===== src/rtl/regfile_access_arbiter_pkg.sv =====
// Shared types for the register file access arbiter.
// Index width, register count and the arbiter state encoding.
package regfile_access_arbiter_pkg;

  localparam int REG_IDX_W = 5;
  localparam int NUM_REGS  = 32;

  typedef enum logic {
    CLEAR = 1'b0,
    RUN   = 1'b1
  } state_e;

  function automatic logic is_x0(
    input logic [REG_IDX_W-1:0] idx
  );
    return idx == '0;
  endfunction

endpackage


===== src/rtl/regfile_access_arbiter.sv =====
// Register file write/rs2 port owner: post-reset zero-fill,
// then core-first arbitration against debug accesses.
module regfile_access_arbiter
  import regfile_access_arbiter_pkg::*;
#(
  parameter int XLEN           = 32,
  parameter bit CLEAR_ON_RESET = 1'b1
) (
  input  logic                 clock,
  input  logic                 reset,
  output logic                 busy,
  input  logic                 core_halted,
  input  logic                 core_we,
  input  logic [REG_IDX_W-1:0] core_rd,
  input  logic [XLEN-1:0]      core_wdata,
  input  logic [REG_IDX_W-1:0] core_rs1_idx,
  input  logic [REG_IDX_W-1:0] core_rs2_idx,
  output logic [XLEN-1:0]      core_rs1,
  output logic [XLEN-1:0]      core_rs2,
  input  logic                 dbg_req_valid,
  output logic                 dbg_req_ready,
  input  logic                 dbg_req_write,
  input  logic [REG_IDX_W-1:0] dbg_req_addr,
  input  logic [XLEN-1:0]      dbg_req_wdata,
  output logic                 dbg_rsp_valid,
  input  logic                 dbg_rsp_ready,
  output logic [XLEN-1:0]      dbg_rsp_rdata,
  output logic [REG_IDX_W-1:0] rf_reg_w,
  output logic [REG_IDX_W-1:0] rf_reg_1,
  output logic [REG_IDX_W-1:0] rf_reg_2,
  output logic                 rf_write,
  output logic [XLEN-1:0]      rf_wdata,
  input  logic [XLEN-1:0]      rf_rs1,
  input  logic [XLEN-1:0]      rf_rs2
);

  localparam state_e RESET_STATE =
    CLEAR_ON_RESET ? CLEAR : RUN;
  localparam logic [REG_IDX_W-1:0] LAST_IDX =
    REG_IDX_W'(NUM_REGS - 1);

  state_e               state_q, state_d;
  logic [REG_IDX_W-1:0] clear_idx_q, clear_idx_d;
  logic                 rsp_valid_q, rsp_valid_d;
  logic [XLEN-1:0]      rsp_rdata_q, rsp_rdata_d;
  logic                 run;
  logic                 accept;

  always_ff @(posedge clock or negedge reset) begin
    if (!reset) begin
      state_q     <= RESET_STATE;
      clear_idx_q <= REG_IDX_W'(1);
      rsp_valid_q <= 1'b0;
      rsp_rdata_q <= '0;
    end else begin
      state_q     <= state_d;
      clear_idx_q <= clear_idx_d;
      rsp_valid_q <= rsp_valid_d;
      rsp_rdata_q <= rsp_rdata_d;
    end
  end

  always_comb begin
    state_d     = state_q;
    clear_idx_d = clear_idx_q;
    if (state_q == CLEAR) begin
      clear_idx_d = clear_idx_q + REG_IDX_W'(1);
      if (clear_idx_q == LAST_IDX) begin
        state_d = RUN;
      end
    end
  end

  assign run           = state_q == RUN;
  assign dbg_req_ready = run & core_halted
                       & ~core_we & ~rsp_valid_q;
  assign accept        = dbg_req_valid & dbg_req_ready;

  // A pending response blocks accepts, so the two never collide.
  always_comb begin
    rsp_valid_d = rsp_valid_q;
    rsp_rdata_d = rsp_rdata_q;
    if (accept) begin
      rsp_valid_d = 1'b1;
      if (dbg_req_write || is_x0(dbg_req_addr)) begin
        rsp_rdata_d = '0;
      end else begin
        rsp_rdata_d = rf_rs2;
      end
    end else if (rsp_valid_q && dbg_rsp_ready) begin
      rsp_valid_d = 1'b0;
    end
  end

  always_comb begin
    busy     = 1'b0;
    rf_write = 1'b0;
    rf_reg_w = core_rd;
    rf_wdata = core_wdata;
    rf_reg_2 = core_rs2_idx;
    unique case (1'b1)
      !run: begin
        busy     = 1'b1;
        rf_write = 1'b1;
        rf_reg_w = clear_idx_q;
        rf_wdata = '0;
      end
      run && core_we: begin
        rf_write = !is_x0(core_rd);
      end
      accept && dbg_req_write: begin
        rf_write = !is_x0(dbg_req_addr);
        rf_reg_w = dbg_req_addr;
        rf_wdata = dbg_req_wdata;
      end
      accept && !dbg_req_write: begin
        rf_reg_2 = dbg_req_addr;
      end
      default: ;
    endcase
  end

  assign rf_reg_1      = core_rs1_idx;
  assign core_rs1      = rf_rs1;
  assign core_rs2      = rf_rs2;
  assign dbg_rsp_valid = rsp_valid_q;
  assign dbg_rsp_rdata = rsp_rdata_q;

endmodule


===== config.mk =====
export PLATFORM = sky130hd
export DESIGN_NAME = regfile_access_arbiter
export DESIGN_NICKNAME = d
export VERILOG_FILES = /design/src/rtl/regfile_access_arbiter_pkg.sv /design/src/rtl/regfile_access_arbiter.sv
export SDC_FILE = /design/constraint.sdc
export NUM_CORES = 1
export LEC_CHECK = 0
export BUFFER_PORTS_ARGS = -buffer_cell sky130_fd_sc_hd__buf_2
export CAP_MARGIN = 30
export CORE_AREA = 2 2 118 120
export CTS_CLUSTER_DIAMETER = 80
export CTS_CLUSTER_SIZE = 10
export DETAILED_ROUTE_END_ITERATION = 10
export DIE_AREA = 0 0 120 122
export PLACE_DENSITY = 0.53
export SYNTH_ARGS = -nofsm -noshare
export SYNTH_HDL_FRONTEND = slang
export SYNTH_SLANG_ARGS = --single-unit

===== constraint.sdc =====
create_clock -name clock -period 1.7 [get_ports clock]
set_input_delay 0.085 -clock clock [delete_from_list [all_inputs] [get_ports clock]]
set_output_delay 0.085 -clock clock [all_outputs]
set_load 0.1 [all_outputs]

# Word level (Yosys, flattened, before mapping)
# Cells that the tools add are included.
dict set report word_totals {
  reg_bits 39
  inputBits 155
  out_inout_bits 147
  word_cells 34
}
dict set report op_classes {
  n_addsub 1
  eq_ne 1
  mux 10
  bitwise_logic 6
  reduce_logical 12
}
# op n
set op_table {}
lappend op_table {{case mux 32 bit (2 select lines)} 1}
lappend op_table {{two-way mux 32 bit} 1}
lappend op_table {{logical NOT 5 bit} 2}
lappend op_table {{case mux 5 bit (2 select lines)} 1}
lappend op_table {{adder 5 x 1 -> 5 bit (second input constant)} 1}
lappend op_table {{equality test 5 bit (second input constant)} 1}
lappend op_table {{two-way mux 1 bit} 5}
lappend op_table {{two-way mux 5 bit} 1}
lappend op_table {{bitwise AND 1 bit} 4}
lappend op_table {{logical AND 1 bit} 4}
lappend op_table {{logical NOT 1 bit} 4}
lappend op_table {{case mux 1 bit (3 select lines)} 1}
lappend op_table {{NOT 1 bit} 2}
lappend op_table {{nonzero test 2 bit} 1}
lappend op_table {{logical OR 1 bit} 1}

# Longest topological paths before layout
# Gate-level depths: netlist of the first run.
dict set report logic_depth {
  depth_word 6
  mapped_depth 6
  ltp_nobuf 4
}

# Worst setup path after synthesis of the first run
# OpenSTA, ideal clock, no wires.
dict set report synth_path {
  path_kind {reg-to-output}
  from {register rsp_valid_q (netlist: dbg_rsp_valid)}
  to {output port rf_wdata[7]}
  t_arrival_ns 3.729
  setup_slack_ns -2.114
  path_stages_with_launch 6
  cell_sequence {dfrtp_1 > nand4bb_2 > inv_2 > and2_1 > buf_4 > o21ai_0}
}
dict set report synth_between {
  elab_chain_len 5
}
# element line
set synth_lines {}
lappend synth_lines {{from (decl)} regfile_access_arbiter.sv:44} ;# logic rsp_valid_q, rsp_valid_d;
lappend synth_lines {{from (signal assigned)} regfile_access_arbiter.sv:58} ;# rsp_valid_q <= rsp_valid_d;
lappend synth_lines {{NOT 1 bit} regfile_access_arbiter.sv:76} ;# & ~core_we & ~rsp_valid_q;
lappend synth_lines {{bitwise AND 1 bit} regfile_access_arbiter.sv:76}
lappend synth_lines {{bitwise AND 1 bit} regfile_access_arbiter.sv:77} ;# assign accept = dbg_req_valid & dbg_req_ready;
lappend synth_lines {{logical AND 1 bit} regfile_access_arbiter.sv:111} ;# accept && dbg_req_write: begin
lappend synth_lines {{case mux 32 bit (2 select lines)} regfile_access_arbiter.sv:101} ;# unique case (1'b1)
lappend synth_lines {{to (decl)} regfile_access_arbiter.sv:32} ;# output logic [XLEN-1:0] rf_wdata,
# Every way passes these cells.

# Worst setup path after layout of the first run
dict set report layout_path {
  from {register rsp_valid_q (netlist: dbg_rsp_valid)}
  to {output port rf_reg_w[3]}
}
dict set report layout_between {
  elab_chain_len 5
}
# element line
set layout_lines {}
lappend layout_lines {{NOT 1 bit} regfile_access_arbiter.sv:76}
lappend layout_lines {{bitwise AND 1 bit} regfile_access_arbiter.sv:76}
lappend layout_lines {{bitwise AND 1 bit} regfile_access_arbiter.sv:77}
lappend layout_lines {{logical AND 1 bit} regfile_access_arbiter.sv:111}
lappend layout_lines {{case mux 5 bit (2 select lines)} regfile_access_arbiter.sv:101}
lappend layout_lines {{to (decl)} regfile_access_arbiter.sv:28} ;# output logic [REG_IDX_W-1:0] rf_reg_w,
# Every way passes these cells.

==> out/metrics.cfg, run 1 <==
[status]
outcome = finished, violations left
violations = setup timing

[timing]
clock.fmax_mhz = 529
post-route-period-util_pct = 111
setup_viol_count_final = 43
slew-limit-headroom_pct = 66.8
setup_tns_ps = -6140
finalClockSkew_ps = 5.68
worst_slack_ps = -192
rsz0062_at_grt = true
min_period_ps = 1890
drv_slew = 0
worst_pin_slew_ps = 502
finalHoldViolCount = 0

[worst_setup_path]
path_delay_family = flip-flops
cpPeakStageDelay_ps = 400
crit_chain = nand4bb_4, clkinv_4, and2_4, buf_12, a221o_4, buf_12
cp-start-kind = register
worstSetupEndpointType = output port
path_buf_inv = 3
timing.rr.end = dbg_rsp_rdata[0]
r2r_setup_slack_ps = 170
rr_worst_depth = 6
crit_fanout = 8
cp_data_required_time_ps = 1620
worstReg2RegStart = dbg_rsp_valid
cp.arrival_ps = 1810
slowest_stage = dfrtp_4
cpMostUsedCell = buf_12
path_class = register to output port

[yosys]
synth-edff-count = 0
synthMuxAreaShare_pct = 3.61
yosysTopAreaCell = dfrtp_1
synthSimpleGateAreaFrac_pct = 15.3
ys_warn_count = 0
synth.area.top_cells = dfrtp_1 (35%), buf_4 (20%), a22o_1 (11%), nand3_1 (6.1%), nand2_1 (4.9%)
netlist_area_um2 = 2700
synthesis.nets = 460
syn_avg_cell_area_um2 = 8.91
async_reset_ff_share_pct = 100
synth-compound-area-share_pct = 19.3
synthCells = 303
dominantRegCellSynth = dfrtp_1
yosys.area_share.adder_pct = 0.927
synth.most_common_cell = buf_4
ys_types = 32
ys_ff_latch = 39
ys_seq_area_share_pct = 36.2
synth_common_cells = buf_4 (73), dfrtp_1 (38), nand2_1 (35), a22o_1 (33), nand3_1 (33)
synth_top_family_by_area = buffers and inverters
synth_xor_area_share_pct = 0.973
synth_top_cell_area_share_pct = 35.2

[placed_design]
dp_hpwl_um = 8310
place_congestion = 0.833
numPortBuffers = 227
dp_slack_ps = 7.12

[clock_network]
clock_latency_ps = 280
cts_tree = built
cts_htree_levels = 2
cts_inserted_buffers = 5
clk_path_buf_depth = 2
cts.clk_slew.worst_paths_ps = 50
cts.sinks = 39
cts_root_buf = clkbuf_16

[layout]
drive_above_1_share_pct = 70.8
num_antenna_cells = 0
area_growth_pct = 95.5
nets = 644

[global_routing]
antenna_found_initial = 1
gr-usage-all-layers_pct = 13.5
grt_start_max_net_pins = 40
grt_pass1_vias = 3017
overflow = 0
grt_pass1_wl_um = 15600

[power]
swShare_pct = 50.9
power_frac_comb_pct = 58.0
power.internal_mw = 2.34
p_leak_nw = 2.64
clkPwrFrac_pct = 19.0
power_density_nw_per_um2 = 903
seq_power_share_pct = 23.0
ir_drop_mv = 0.657
power.switching_mw = 2.43

[die]
core_um2 = 13500
dieArea_um2 = 14600
fp.dieH_um = 122
start_util_pct = 20.0
num_rows = 43
ioPinCount = 302
die_x_um = 120

[route]
wl_per_cell_um = 16.0
drc_errors = 0
vias = 2985
antenna_left = 0
drtIter0Drc = 48
dr.pass1.iters = 4
routed_wl_um = 10700
viasPerCell = 4.48

[job]
drv_cap = 0

[hold_path]
min-delay-start = dbg_rsp_ready
min_path_type = primary input to register
min_to = dbg_rsp_valid
min_path_cells = 2

-- area by class of cell --
class	instances	area, um^2
Multi-Input combinational cell	170	1630
Clock buffer	6	139
Fill cell	1330	8230
Clock inverter	1	5.00
Inverter	3	20.0
Sequential cell	39	982
Timing Repair Buffer	268	2280
Tap cell	180	225
-- repair_timing --
item,CTS,global route
setup endpoints to repair,43,44
hold endpoints to repair,38,0
hold buffers,1,0
setup buffers,7,10
cloned,0,2
pin swaps,6,4
resized for setup,79,21
-- per-layer routing --
layer	part of all wire (%)	vias to the layer above	global-route usage, %	routed length, um
met4	3.7	2	6.54	397
li1	-	1356	-	-
met2	51	170	24.8	5490
met3	8.0	35	3.28	859
met5	0.12	-	0	13
met1	37	1422	14.5	3940
-- cell families (layout without fill, tap and decap cells) --
| kind of cell | Yosys count | in the layout |
|---|---|---|
| multiplexers | 7 | 7 |
| AND/OR/NAND/NOR | 85 | 85 |
| AO/OA/AOI/OAI | 73 | 73 |
| XOR/XNOR | 3 | 3 |
| adder cells (fa/ha/maj) | 2 | 2 |
| buffers and inverters | 94 | 278 |
| flip-flops | 39 | 39 |
-- worst max path at each step --
stage | startpoint | endpoint | slack [ps] | depth (start not counted)
CTS | dbg_rsp_valid | rf_wdata[27] | -200 | 7
finish | dbg_rsp_valid | rf_reg_w[3] | -190 | 6
detailed placement | dbg_rsp_valid | rf_wdata[9] | 7 | 6
global placement | dbg_rsp_valid | rf_wdata[1] | 40 | 6
global route | dbg_rsp_valid | rf_reg_w[4] | -240 | 6
floorplan | dbg_rsp_valid | rf_wdata[10] | -260 | 6
-- registers in the layout (all words and copies together) (netlist names) --
signal         flops
dbg_rsp_rdata     32
run                1
dbg_rsp_valid      1
clear_idx_q        5
-- worst reg2reg max path, delay by kind of cell, from the launching register on --
family | cells | cell delay, ps
DFF | 1 | 470
buffers and inverters | 3 | 380
and+or+nand+nor | 2 | 320
AOI/OAI and AO/OA | 1 | 260
-- metrics by stage --
step | power, mW | cells | util (%) | instance area, um^2 | hold WS (ps)
2_1_floorplan | 3.54 | 303 | - | 3200 | -211
5_1_grt | 4.92 | 667 | 39.1 | 5280 | 30.2
3_5_place_dp | 3.73 | 640 | 33.6 | 4540 | 171
4_1_cts | 4.78 | 655 | 37.5 | 5060 | 1.37
6_report | 4.77 | 667 | 39.1 | 5280 | 3.97
3_3_place_gp | 3.72 | 640 | 33.6 | 4540 | 158
-- power by group through the flow --
stage | Clock, mW | Combinational [mW] | Sequential (mW)
2_1_floorplan | 0 | 1.64 | 1.90
3_3_place_gp | 0 | 2.61 | 1.11
3_5_place_dp | 0 | 2.62 | 1.11
4_1_cts | 0.947 | 2.74 | 1.10
5_1_grt | 0.960 | 2.85 | 1.11
6_report | 0.907 | 2.77 | 1.09
-- placed cells by master (no fill, tap or decap), drive strengths merged --
| cell | instances |
|---|---|
| and3 | 1 |
| nor2b | 3 |
| xnor2 | 3 |
| a221o | 5 |
| a211oi | 1 |
| dlygate4sd3 | 1 |
| mux2 | 7 |
| a21oi | 1 |
| a22o | 33 |
| ha | 2 |
| or4 | 1 |
| nand2 | 35 |
| nor3 | 1 |
| dfrtp | 38 |
| nand4bb | 1 |
| buf | 266 |
| or2 | 2 |
| inv | 1 |
| clkbuf | 7 |
| nor2 | 1 |
| and2b | 2 |
| clkinv | 2 |
| or3 | 1 |
| and2 | 2 |
| clkinvlp | 1 |
| nand2b | 2 |
| o21ai | 33 |
| dfstp | 1 |
| nand3 | 33 |
Power figures use the tool's default switching activity.
==> run 2: changes to the inputs <==
--- a/config.mk
+++ b/config.mk
@@ -5,14 +5,15 @@
 export SDC_FILE = /design/constraint.sdc
 export NUM_CORES = 1
 export LEC_CHECK = 0
+export ABC_AREA = 1
 export BUFFER_PORTS_ARGS = -buffer_cell sky130_fd_sc_hd__buf_2
 export CAP_MARGIN = 30
-export CORE_AREA = 2 2 118 120
+export CORE_AREA = 2 2 116 118
 export CTS_CLUSTER_DIAMETER = 80
 export CTS_CLUSTER_SIZE = 10
 export DETAILED_ROUTE_END_ITERATION = 10
-export DIE_AREA = 0 0 120 122
-export PLACE_DENSITY = 0.53
+export DIE_AREA = 0 0 118 120
+export PLACE_DENSITY = 0.55
 export SYNTH_ARGS = -nofsm -noshare
 export SYNTH_HDL_FRONTEND = slang
 export SYNTH_SLANG_ARGS = --single-unit
==> constraint.sdc (replaced) <==
create_clock -name clock -period 1.8 [get_ports clock]
set_input_delay 0.09 -clock clock [delete_from_list [all_inputs] [get_ports clock]]
set_output_delay 0.09 -clock clock [all_outputs]
set_load 0.1 [all_outputs]
==> run 2 against run 1 <==
Against the previous run: register-to-register slack got worse by 40 ps; routed wire length grew 3.3%; die area shrank 3.3%; synthesized cell count rose by 31%; the run still ends with setup timing left; worst hold slack better by 36 ps; critical path depth rose by 3; worst setup slack improved by 140 ps.
==> out/metrics.cfg, run 2 <==
[route]
met3_length_um = 962  ; +12%
antenna_left = 0  ; unchanged
drc_errors = 0  ; unchanged
wl_met2_um = 5880  ; +7.0%
viasPerCell = 4.33  ; -3.4%
dr.pass1.iters = 4  ; unchanged
wl_per_cell_um = 15.0  ; -6.7%
vias = 3192  ; +6.9%
top_layer = met4
wirelength_met1_um = 4040  ; +2.5%
routed_wl_um = 11100  ; +3.3%
drtIter0Drc = 118  ; +150%

[yosys]
synth_xor_area_share_pct = 0.923  ; -0.050 points
synth_top_cell_area_share_pct = 33.4  ; -1.8 points
ys_types = 23  ; -28%
synthCells = 396  ; +31%
ys_seq_area_share_pct = 34.3  ; -1.9 points
yosys.area_share.adder_pct = 0.879  ; -0.048 points
syn_avg_cell_area_um2 = 7.19  ; -19%
synthesis.nets = 553  ; +20%
synth-compound-area-share_pct = 1.05  ; -18 points
yosysTopAreaCell = dfrtp_1
synth.most_common_cell = nand2_1
ys_warn_count = 0  ; unchanged
async_reset_ff_share_pct = 100  ; unchanged
dominantRegCellSynth = dfrtp_1
synth_common_cells = nand2_1 (155), nand3_1 (75), buf_4 (71), dfrtp_1 (38)
ys_ff_latch = 39  ; unchanged
synth_top_family_by_area = simple AND/OR/NAND/NOR gates
synth.area.top_cells = dfrtp_1 (33%), nand2_1 (20%), buf_4 (19%), nand3_1 (13%), buf_6 (2.4%)
synth-edff-count = 0  ; unchanged
netlist_area_um2 = 2850  ; +5.4%
synthMuxAreaShare_pct = 0  ; -3.6 points
synthSimpleGateAreaFrac_pct = 38.6  ; +23 points

[worst_setup_path]
cp.arrival_ps = 1770  ; -40 ps
slowest_stage = dfrtp_4
timing.rr.end = dbg_rsp_rdata[4]
crit_chain = inv_4, nand2_4, nor2_8, nand3_4, clkinv_8, clkbuf_16, nand2_2, nand2_8, buf_12
cpPeakStageDelay_ps = 480  ; +80 ps
crit_fanout = 8  ; unchanged
worstSetupEndpointType = output port
worstReg2RegStart = dbg_rsp_valid
rr_worst_depth = 10  ; +4
path_buf_inv = 4  ; +1
path_class = register to output port
cp-start-kind = register
r2r_setup_slack_ps = 130  ; -40 ps
cp_data_required_time_ps = 1710  ; +90 ps
path_delay_family = buffers and inverters

[timing]
finalHoldViolCount = 0  ; unchanged
slew-limit-headroom_pct = 38.9  ; -28 points
drv_slew = 0  ; unchanged
worst_pin_slew_ps = 917  ; +415 ps
setup_tns_ps = -1080  ; +5060 ps
min_period_ps = 1860
setup_viol_count_final = 36  ; -16%
post-route-period-util_pct = 103
clock.fmax_mhz = 539
worst_slack_ps = -55.8  ; +136 ps
rsz0062_at_grt = true
finalClockSkew_ps = 5.55  ; -0.125 ps

[clock_network]
cts_root_buf = clkbuf_16
clk_path_buf_depth = 2  ; unchanged
cts.clk_slew.worst_paths_ps = 60  ; about the same
cts_htree_levels = 2  ; unchanged
cts_inserted_buffers = 5  ; unchanged
clock_latency_ps = 280  ; about the same
cts.sinks = 39  ; unchanged
cts_tree = built

[layout]
largest_register_ffs = 32  ; unchanged
drive_above_1_share_pct = 64.9  ; -6.0 points
layout_common_cells = buf_2 (183), nand2_1 (79), nand3_1 (58)
final_area_um2 = 5430  ; +2.8%
nets = 718  ; +11%
area_growth_pct = 90.6
final_common_cell = buf_2

[power]
power_frac_comb_pct = 56.1  ; -1.9 points
clkPwrFrac_pct = 21.4  ; +2.4 points
p_leak_nw = 2.89  ; +9.4%
power.switching_mw = 2.36  ; -2.8%
power_density_nw_per_um2 = 849  ; -6.0%
swShare_pct = 51.3  ; +0.32 points
seq_power_share_pct = 22.5  ; -0.5 points
power.internal_mw = 2.24  ; -4.0%
ir_drop_mv = 0.931  ; +42%

[die]
ioPinCount = 302  ; unchanged
num_rows = 42  ; -2.3%
start_util_pct = 21.9  ; +1.9 points
core_um2 = 13000  ; -3.9%
dieArea_um2 = 14200  ; -3.3%
die_x_um = 118  ; -1.7%
fp.dieH_um = 120  ; -1.6%

[status]
violations = setup timing
outcome = finished, violations left

[global_routing]
grt_pass1_wl_um = 17000  ; +8.8%
grt_start_max_net_pins = 40  ; unchanged
antenna_found_initial = 0  ; -1
overflow = 0  ; unchanged
gr-usage-all-layers_pct = 15.0  ; +1.5 points
grt_pass1_vias = 3254  ; +7.9%

[placed_design]
placed_cell_area_um2 = 4910  ; +8.2%
place_congestion = 0.828  ; -0.70%
dp_hpwl_um = 8560  ; +3.0%
numPortBuffers = 227  ; unchanged

[job]
drv_cap = 0  ; unchanged

[hold_path]
min_path_type = primary input to register
min_to = dbg_rsp_rdata[2]
min_path_cells = 3  ; +1
min-delay-start = rf_rs2[2]

[run 2: repair_timing]
item,in CTS,in global routing
endpoints found under the setup margin,43,43
gates cloned,2,2
setup buffers,4,0
hold buffers,2,0
resized for setup,39,18
endpoints found under the hold margin,39,0
pin swaps,1,3
[run 2: worst max-delay path by stage]
stage	from	endpoint	cells after the start
2_1_floorplan	dbg_rsp_valid	rf_wdata[16]	8
3_3_place_gp	run	rf_wdata[10]	7
3_5_place_dp	dbg_rsp_valid	rf_reg_w[1]	8
4_1_cts	dbg_rsp_valid	rf_wdata[30]	9
5_1_grt	dbg_rsp_valid	rf_wdata[8]	8
6_report	dbg_rsp_valid	rf_wdata[24]	9
[run 2: layout make-up]
cell class / instances / area, um^2
tap: 176 / 220
inverter: 5 / 33.8
clock inverter: 2 / 37.5
multi-input combinational: 259 / 1900
timing repair buffer: 251 / 2120
fill: 1259 / 7550
sequential: 39 / 981
clock buffer: 5 / 125
antenna: 1 / 2.50
[run 2: worst min-delay path, stage by stage]
cell	delay [ps]
buf_2	80
nand3_1	60
nand2_1	50
[run 2: power by group through the flow]
stage	sequential (mW)	clock, mW	combinational [mW]
after floorplan	1.78	0	1.55
after global placement	1.05	0	2.53
after detailed placement	1.04	0	2.55
after CTS	1.03	1.02	2.59
after global routing	1.05	1.05	2.67
final	1.04	0.985	2.58
[run 2: cells by family after synthesis]
kind of cell | after synthesis
simple gates | 248
buf+inv | 98
flops | 39
compound gates | 6
xor+xnor | 3
fa+ha+maj | 2
[run 2: routing by layer]
| layer | GRT usage, % | vias up |
|---|---|---|
| met5 | 0 | - |
| met4 | 4.44 | 0 |
| met3 | 4.23 | 14 |
| met2 | 28.0 | 179 |
| met1 | 16.5 | 1475 |
| li1 | - | 1524 |
[run 2: per-stage QoR]
stage          total power [mW]  util, %  cells  setup WS, ps  hold WS (ps)
2_1_floorplan              3.33        -    396          -236          -206
3_3_place_gp               3.58     37.8    720           166           181
3_5_place_dp               3.59     37.8    720           156           181
4_1_cts                    4.64     40.9    735         -82.2          32.4
5_1_grt                    4.77     41.8    737          -139          53.6
6_report                   4.60     41.8    738         -55.8          39.8
==> run 3: changes to the inputs <==
--- a/config.mk
+++ b/config.mk
@@ -14,6 +14,7 @@
 export DETAILED_ROUTE_END_ITERATION = 10
 export DIE_AREA = 0 0 118 120
 export PLACE_DENSITY = 0.55
+export REMOVE_ABC_BUFFERS = 1
 export SYNTH_ARGS = -nofsm -noshare
 export SYNTH_HDL_FRONTEND = slang
 export SYNTH_SLANG_ARGS = --single-unit
==> run 3 against run 2 <==
Against the previous run: the run now ends clean; global-route usage is 2.3 points higher; clock power is 5% higher; worst hold slack better by 1.6 ps; sequential share of layout area is 1.9 points higher; first-iteration DRC count is 3.4% higher; worst setup slack better by 81 ps; critical path type unchanged; critical endpoint is now rf_wdata[19]; largest power group unchanged; highest routed layer is now met5.
==> out/metrics.cfg, run 3 (same netlist as run 2, synthesis figures left out) <==
[die]
dieArea_um2 = 14200  ; unchanged
ioPinCount = 302  ; unchanged
start_util_pct = 21.9  ; unchanged
die_x_um = 118  ; unchanged
fp.dieH_um = 120  ; unchanged
num_rows = 42  ; unchanged
core_um2 = 13000  ; unchanged

[route]
top_layer = met5
drtIter0Drc = 122  ; +3.4%
drc_errors = 0  ; unchanged
wirelength_met1_um = 5360  ; +33%
wl_per_cell_um = 17.8  ; +19%
antenna_left = 0  ; unchanged
wl_met2_um = 5890  ; +0.19%
dr.pass1.iters = 4  ; unchanged
vias = 3277  ; +2.7%
routed_wl_um = 13300  ; +20%
viasPerCell = 4.39  ; +1.4%
met3_length_um = 1910  ; +98%

[hold_path]
min_path_type = primary input to register

[worst_setup_path]
cp-start-kind = register
path_delay_family = simple AND/OR/NAND/NOR gates
crit_fanout = 6  ; -2
path_class = register to output port
cp.arrival_ps = 1690  ; -80 ps
cp_data_required_time_ps = 1710  ; about the same
cpPeakStageDelay_ps = 380  ; -100 ps
path_buf_inv = 4  ; unchanged
slowest_stage = dfrtp_1
crit_chain = inv_2, nand2_4, nor2_8, nand3_4, inv_8, buf_6, nand2_1, nand2_2, buf_12
worstSetupEndpointType = output port

[global_routing]
gr-usage-all-layers_pct = 17.3  ; +2.3 points
overflow = 0  ; unchanged
grt_pass1_vias = 2950  ; -9.3%
grt_start_max_net_pins = 29  ; -28%
grt_pass1_wl_um = 18300  ; +8.0%
antenna_found_initial = 1  ; +1

[power]
power_frac_comb_pct = 54.7  ; -1.4 points
power.internal_mw = 2.21  ; -1.4%
clkPwrFrac_pct = 22.7  ; +1.3 points
power_density_nw_per_um2 = 931  ; +9.7%
p_leak_nw = 2.71  ; -6.2%
seq_power_share_pct = 22.6  ; about the same
swShare_pct = 51.4  ; +0.17 points
power.total_mw = 4.55  ; -1.1%
ir_drop_mv = 0.583  ; -37%
power.switching_mw = 2.34  ; -0.75%

[layout]
register_area_um2 = 977  ; -0.38%
final_util_pct = 37.7  ; -4.1 points
largest_register_ffs = 32  ; unchanged
fillers = 1396  ; +11%
drive_above_1_share_pct = 58.5  ; -6.4 points
area_growth_pct = 71.9
layout_common_cells = buf_2 (182), nand2_1 (99), nand3_1 (73)
multiInputGateArea_um2 = 1370  ; -28%
final_common_cell = buf_2
nets = 727  ; +1.3%
num_antenna_cells = 0  ; -1

[placed_design]
numPortBuffers = 227  ; unchanged
place_congestion = 0.774  ; -6.5%
dp_hpwl_um = 10400  ; +22%

[timing]
clock.fmax_mhz = 563  ; +4.6%
min_period_ps = 1780  ; -80.8 ps
drv_slew = 0  ; unchanged
rsz0062_at_grt = true
setup_viol_count_final = 0  ; -100%
worst_pin_slew_ps = 662  ; -254 ps
post-route-period-util_pct = 98.6  ; -4.5 points
finalClockSkew_ps = 6.57  ; +1.02 ps
finalHoldViolCount = 0  ; unchanged
holdWs_ps = 41.4  ; +1.58 ps
slew-limit-headroom_pct = 55.8  ; +17 points

[clock_network]
cts_inserted_buffers = 5  ; unchanged
cts.clk_slew.worst_paths_ps = 60  ; about the same
cts_root_buf = clkbuf_16
clk_path_buf_depth = 2  ; unchanged
cts_tree = built
clock_latency_ps = 280  ; about the same
cts_htree_levels = 2  ; unchanged
cts.sinks = 39  ; unchanged

[job]
drv_cap = 0  ; unchanged

[status]
outcome = finished clean

## run 3: power by group through the flow
stage | Combinational, mW | Sequential [mW] | Clock [mW]
2_1_floorplan | 0.686 | 1.78 | 0
3_3_place_gp | 2.42 | 1.04 | 0
3_5_place_dp | 2.42 | 1.04 | 0
4_1_cts | 2.43 | 1.03 | 1.06
5_1_grt | 2.57 | 1.04 | 1.10
6_report | 2.49 | 1.03 | 1.03
## run 3: path summary, 6_finish.rpt
kind	from	end	slack, ps	depth (start not counted)
max in group asynchronous	reset	dbg_rsp_rdata[18]	770	3
max	dbg_rsp_valid	rf_wdata[19]	20	9
max reg2reg	dbg_rsp_valid	dbg_rsp_rdata[25]	280	9
min	rf_rs2[6]	dbg_rsp_rdata[6]	40	3
min in group asynchronous	reset	dbg_rsp_rdata[9]	400	2
min reg2reg	dbg_rsp_rdata[21]	dbg_rsp_rdata[21]	470	2
## run 3: metrics by stage
step                      instances  TNS [ps]  setup WS [ps]  instance area, um^2
after floorplan                 303    -87400          -1600                 2180
after detailed placement        722         0            227                 4340
after CTS                       734     -2.30          -2.30                 4550
after global placement          722         0            244                 4340
after global routing            747     -1230          -71.2                 4890
final                           747         0           24.9                 4890
## run 3: worst min-delay path, stage by stage
cell	delay, ps
buf_2	80
nand3_1	60
nand2_1	50
## run 3: layout make-up
cell class,instances,share of cell area [%]
clock buffers,5,2.56
clock inverters,3,0.946
inverters,5,0.537
multi-input cells,260,27.9
flip-flops and latches,39,20.0
well taps,176,4.50
repair buffers,259,43.5
## run 3: repair_timing
action	in CTS	in global routing
setup endpoints to repair	43	43
gates cloned	0	4
pin swaps	1	34
endpoints found under the hold margin	27	0
setup buffers	2	9
resized for setup	1	73
hold buffers	2	0
## run 3: per-layer routing
| layer | global-route usage (%) | vias to the layer above |
|---|---|---|
| met5 | 3.68 | - |
| met4 | 2.41 | 4 |
| met3 | 11.6 | 12 |
| met2 | 25.3 | 214 |
| met1 | 21.2 | 1502 |
| li1 | - | 1545 |
